$ cat src/rtl/demux_deser_8.sv
`default_nettype none
// ============================================================================
// Module      : demux_deser_8
// Description : Serial-to-parallel lane deserializer. Drives the transmit
//               mux select and rebuilds the 2**SEL_W-bit word one bit at a time.
// Revision    : 1.0 - initial release
// ============================================================================
module demux_deser_8 #(
  parameter int SEL_W = 3
) (
  input  logic                    clk,
  input  logic                    rst,
  input  logic                    din,
  input  logic                    din_valid,
  input  logic                    sof,
  output logic [SEL_W-1:0]        S,
  output logic [(2**SEL_W)-1:0]   dout,
  output logic                    dout_valid,
  output logic                    busy,
  output logic                    frame_err
);

  localparam int              c_LANES     = 2**SEL_W;
  localparam logic [SEL_W-1:0] c_LAST_LANE = SEL_W'(c_LANES - 1);
  localparam logic [SEL_W-1:0] c_LANE_ONE  = SEL_W'(1);

  localparam logic [0:0] c_ST_IDLE  = 1'b0;
  localparam logic [0:0] c_ST_SHIFT = 1'b1;

  logic [0:0]           r_state;
  logic [SEL_W-1:0]     r_cnt;
  logic [c_LANES-1:0]   r_shadow;
  logic [c_LANES-1:0]   r_dout;
  logic                 r_dout_valid;
  logic                 r_frame_err;

  // Shadow with the current bit merged in; on the last lane this is the full word.
  logic [c_LANES-1:0]   w_shadow_ins;

  always_comb begin
    w_shadow_ins        = r_shadow;
    w_shadow_ins[r_cnt] = din;
  end

  always_ff @(posedge clk) begin
    if (rst) begin
      r_state      <= c_ST_IDLE;
      r_cnt        <= '0;
      r_shadow     <= '0;
      r_dout       <= '0;
      r_dout_valid <= 1'b0;
      r_frame_err  <= 1'b0;
    end else begin
      r_dout_valid <= 1'b0;
      r_frame_err  <= 1'b0;
      if (din_valid) begin
        case (r_state)
          c_ST_IDLE: begin
            if (sof) begin
              r_shadow[0] <= din;
              r_cnt       <= c_LANE_ONE;
              r_state     <= c_ST_SHIFT;
            end
          end
          c_ST_SHIFT: begin
            if (sof) begin
              // Restart: the partial frame is dropped, this bit becomes lane 0.
              r_frame_err <= 1'b1;
              r_shadow[0] <= din;
              r_cnt       <= c_LANE_ONE;
            end else begin
              r_shadow <= w_shadow_ins;
              if (r_cnt == c_LAST_LANE) begin
                r_dout       <= w_shadow_ins;
                r_dout_valid <= 1'b1;
                r_cnt        <= '0;
                r_state      <= c_ST_IDLE;
              end else begin
                r_cnt <= r_cnt + c_LANE_ONE;
              end
            end
          end
          default: begin
            r_state <= c_ST_IDLE;
            r_cnt   <= '0;
          end
        endcase
      end
    end
  end

  assign S          = r_cnt;
  assign dout       = r_dout;
  assign dout_valid = r_dout_valid;
  assign frame_err  = r_frame_err;
  assign busy       = (r_state == c_ST_SHIFT);

endmodule
`default_nettype wire
$ cat config.mk
export PLATFORM = sky130hd
export DESIGN_NAME = demux_deser_8
export DESIGN_NICKNAME = d
export VERILOG_FILES = /design/src/rtl/demux_deser_8.sv
export SDC_FILE = /design/constraint.sdc
export NUM_CORES = 1
export LEC_CHECK = 0
export CAP_MARGIN = 0
export CORE_MARGIN = 2
export CORE_UTILIZATION = 40
export CTS_CLUSTER_SIZE = 25
export DETAILED_ROUTE_END_ITERATION = 16
export DONT_BUFFER_PORTS = 1
export PLACE_DENSITY = 0.67
export SLEW_MARGIN = 20
export SYNTH_ARGS = -nofsm -noshare
export SYNTH_HDL_FRONTEND = slang
export SYNTH_SLANG_ARGS = --single-unit
$ cat constraint.sdc
create_clock -name clk -period 1.5 [get_ports clk]
set_clock_uncertainty 0.15 [all_clocks]
set_input_delay 0.3 -clock clk [delete_from_list [all_inputs] [get_ports clk]]
set_output_delay 0.3 -clock clk [all_outputs]
set_load 0.02 [all_outputs]
Word level (Yosys, flattened, before mapping)
Index checks and enable logic that the tools add are counted.
Word-level totals
  input port bits: 5
  flip-flop bits (word level): 22
Cells by class
  magnitude comparators: 2
  multiplexer cells: 15
  bitwise operators: 3
  eq/ne operators: 2
  reductions and logical operators: 6
  $add $sub $neg: 1
Operator list (count)
  $mux W3: 3
  $bwmux W8: 1
  $mux W1: 7
  $pmux W3 S2: 1
  $lt A3 B4 Y1 const B: 1
  $pmux W1 S2: 2
  $reduce_and A4 Y1: 1
  $reduce_or A4 Y1: 1
  $add A3 B1 Y3 const B: 1
  $demux W1 S3: 1
  $eq A3 B3 Y1 const B: 1
  $ge A3 B1 Y1 const B: 1
  $not A1 Y1: 3
  $reduce_and A3 Y1: 1
  $reduce_or A3 Y1: 1
  $ne A2 B2 Y1 const B: 1
  $reduce_and A2 Y1: 1
  $logic_and A1 B1 Y1: 1

Longest topological paths before layout
  word-level depth: 7
  gate-level depth with buffers: 7

Worst setup path before layout
Ideal clock, no wire load.
  path type: reg2reg
  start: register r_cnt[1], in the netlist S[1]
  end: register r_dout[5], in the netlist dout[5]
  required time: 1264 ps
  data arrival time: 1459 ps
  cell stages (with the launch flop): 8
  setup slack: -195 ps
  setup time: 86 ps
  clock period less this slack: 1695 ps
  cell sequence: dfxtp_1 > ha_1 > ha_1 > and4b_1 > buf_4 > buf_6 > nor2_1 > a211oi_1
On the way
  cells in the longest elaborated chain, start to end: 5
  elaborated cells between the ends (all ways): 8
Ends and longest elaborated chain
  start: declaration: RTL line 31  | logic [SEL_W-1:0] r_cnt;
  start signal: assignment: RTL line 61  | r_cnt <= c_LANE_ONE;
  start signal: assignment: RTL line 70  | r_cnt <= c_LANE_ONE;
  start signal: assignment: RTL line 79  | r_cnt <= r_cnt + c_LANE_ONE;
  $lt A3 B4 Y1 (implied by the code) / $ge A3 B1 Y1 (equally long branches): RTL line 42  | w_shadow_ins[r_cnt] = din;
  $logic_and A1 B1 Y1 (implied by the code): RTL line 42
  $mux W1 (implied by the code): RTL line 42
  $demux W1 S3: RTL line 42
  $bwmux W8: RTL line 42
  end signal: assignment: RTL line 74  | r_dout <= w_shadow_ins;
  end: declaration: RTL line 33  | logic [c_LANES-1:0] r_dout;
Parallel ways exist; a longest one is shown, timed or not.
A chain may end at the register's enable or synchronous reset.

Worst setup path after layout
Same ends and word-level chain as after synthesis.

==> results.sh <==
export IMPL_status="complete, but fails checks"
export IMPL_violations="hold timing, setup timing"
export IMPL_critPathKind="register to register"
export IMPL_drtPass1Iterations=3
export IMPL_power_total_mw=1.16
export IMPL_fillerInstances=216
export IMPL_seq_area_frac_synth_pct=43.0
export IMPL_synth_most_common_cell="dfxtp_1"
export IMPL_busiest_layer="met2"
export IMPL_clk_pin_slew_ns=0.13
export IMPL_min_path_type="input port to register"
export IMPL_grt_use_met2_pct=26.8
export IMPL_synthesis_nets=110
export IMPL_rows=18
export IMPL_cp_end_kind="register"
export IMPL_start_util_pct=41.7
export IMPL_multi_input_area_um2=622
export IMPL_netlist_area_leader_share_pct=43.0
export IMPL_fin_crit_ns=1.53
export IMPL_gp_congestion=0.745
export IMPL_drtIter0Drc=12
export IMPL_setup_viol=11
export IMPL_die_area_um2=2980
export IMPL_synthTopCellsByArea="dfxtp_1 43%, a211oi_1 11%, mux2i_1 7.8%, nor2_1 6.6%, buf_6 5.5%"
export IMPL_grt_max_degree=23
export IMPL_clk_latency_ns=0.31
export IMPL_relSlewSlack_pct=72.2
export IMPL_yosysUniqueCellTypes=26
export IMPL_syn_inst=102
export IMPL_drive_gt1_share_pct=43.0
export IMPL_grt_overflow=0
export IMPL_ant_nets=0
export IMPL_arrival_ns=1.61
export IMPL_start_kind="register"
export IMPL_setup_slack_ns=-0.0270
export IMPL_cts_tree="done"
export IMPL_grt_usage_pct=16.5
export IMPL_drv_slew=0
export IMPL_rsz0062_at_grt="true"
export IMPL_required_ns=1.59
export IMPL_worstPathMaxFanout=8
export IMPL_core_um2=2450
export IMPL_use_met1_pct=20.6
export IMPL_antenna_found_initial=0
export IMPL_leakage_nw=0.449
export IMPL_async_flop_share_pct=0
export IMPL_syn_to_final_growth_pct=26.9
export IMPL_clockRootBuffer="clkbuf_4"
export IMPL_hpwl_um=1290
export IMPL_synth_edf_count=0
export IMPL_cts_sinks=22
export IMPL_grt_pass1_vias=741
export IMPL_fin_nets=116
export IMPL_seqCellArea_um2=452
export IMPL_dp_cells=129
export IMPL_drv_cap=0
export IMPL_final_cells=137
export IMPL_p_per_area_nw_per_um2=895
export IMPL_ir_worst_vdd_mv=0.899
export IMPL_cts_buffers=3
export IMPL_via_per_inst=5.56
export IMPL_grt_pass1_wl_um=3460
export IMPL_hold_viol=22
export IMPL_synth_largest_area_cell="dfxtp_1"
export IMPL_period_share_pct=102
export IMPL_ys_seq_elements=22
export IMPL_io_buffer_count=0
export IMPL_h_tree_depth=1
export IMPL_fmax_mhz=655
export IMPL_drc=0
export IMPL_yosys_warnings=0
export IMPL_yosys_most_used_dff="dfxtp_1"
export IMPL_fin_tns_setup_ns=-0.162
export IMPL_worst_pin_slew_ns=0.413
export IMPL_die_h_um=54.6
export IMPL_io_pins=19
export IMPL_via_count=762
export IMPL_synth_commonest_cells="22 x dfxtp_1, 18 x nor2_1, 15 x a211oi_1"
export IMPL_holdWs_ns=-0.116
export IMPL_cts_max_path_buffers=2
export IMPL_grt_use_met3_pct=6.28
export IMPL_postSynthAreaPerCell_um2=10.0
export IMPL_routed_wl_um=2160
export IMPL_synthesis_area_um2=1020
export IMPL_holdBufCountCts=1
export IMPL_diodes=0
export IMPL_wl_per_cell_um=15.8
export IMPL_die_w_um=54.6
-- placed cells by master, fill, tap and decap left out, types with 3 or more instances in the layout --
cell type	Yosys	routed
a211oi_1	15	5
a211oi_2	0	10
a21oi_1	3	3
buf_4	2	6
clkbuf_4	0	3
dfxtp_1	22	19
dfxtp_4	0	3
mux2i_1	8	4
mux2i_2	0	4
nand2_1	4	4
nand3b_1	3	3
nor2_1	18	12
nor2_2	0	6
nor3b_4	0	3
-- cell type report --
class / instances / share of cell area (%)
clock buffer: 3 / 1.73
clock inverter: 1 / 2.31
inverter: 1 / 0.289
multi-input combinational: 69 / 47.9
sequential: 22 / 34.8
tap: 30 / 2.89
timing repair buffer: 11 / 10.1
-- state kept, by name, summed over array words and instances (netlist names) --
signal,count
r_shadow,8
dout,8
S,3
frame_err,1
dout_valid,1
busy,1
-- kinds of logic (layout without fill, tap and decap cells) --
| family | after synthesis | in the layout | share of synthesized area (%) |
|---|---|---|---|
| AO/OA/AOI/OAI | 22 | 22 | 16.0 |
| adder cells (fa/ha/maj) | 3 | 3 | 3.67 |
| buffers and inverters | 11 | 16 | 9.41 |
| flip-flops | 22 | 22 | 43.0 |
| multiplexers | 8 | 8 | 7.82 |
| AND/OR/NAND/NOR | 36 | 36 | 20.0 |
-- path summary, 6_finish.rpt --
| check | depth (start not counted) | slack [ns] | endpoint | start |
|---|---|---|---|---|
| max | 5 | -0.03 | dout[5] | S[1] |
| min | 1 | -0.12 | dout[2] | rst |
| max reg2reg | 5 | -0.03 | dout[5] | S[1] |
| min reg2reg | 2 | 0.36 | r_shadow[7] | r_shadow[7] |
-- where the power goes --
part,leakage (nW),total (mW),internal [mW],switching (mW)
clock,0.0279,0.455,0.270,0.185
sequential,0.181,0.605,0.594,0.0109
combinational,0.241,0.102,0.0520,0.0500
total,0.449,1.16,0.916,0.246
-- repair_timing --
action	in CTS	in global routing
endpoints found under the hold margin	22	22
buffers inserted	2	0
cloned	1	0
endpoints found under the setup margin	7	16
pin swaps	10	12
resized for setup	8	19
-- metrics by stage --
| stage | area [um2] | utilization, % | setup WS [ns] |
|---|---|---|---|
| after detailed placement | 1090 | 44.5 | -0.0239 |
| after global placement | 1090 | 44.5 | 0.0146 |
| after global routing | 1300 | 52.9 | -0.0880 |
| after floorplan | 1070 | - | -0.0336 |
| final | 1300 | 52.9 | -0.0270 |
| after CTS | 1220 | 49.8 | -0.0288 |
-- metal layers --
metal  wire length (um)  part of all wire, %  up-vias
met1                980                   45      362
li1                   -                    -      379
met5                  0                    0        -
met3                118                  5.5        2
met2               1040                   48       19
met4                 20                 0.93        0
-- critical path: stages (launching register included) --
cell and delay, ns:
dfxtp_4 0.37, ha_4 0.16, ha_4 0.15, and4b_2 0.25, clkbuf_16 0.18, a211oi_1 0.19
No activity file was read; power rests on OpenSTA's default activity.
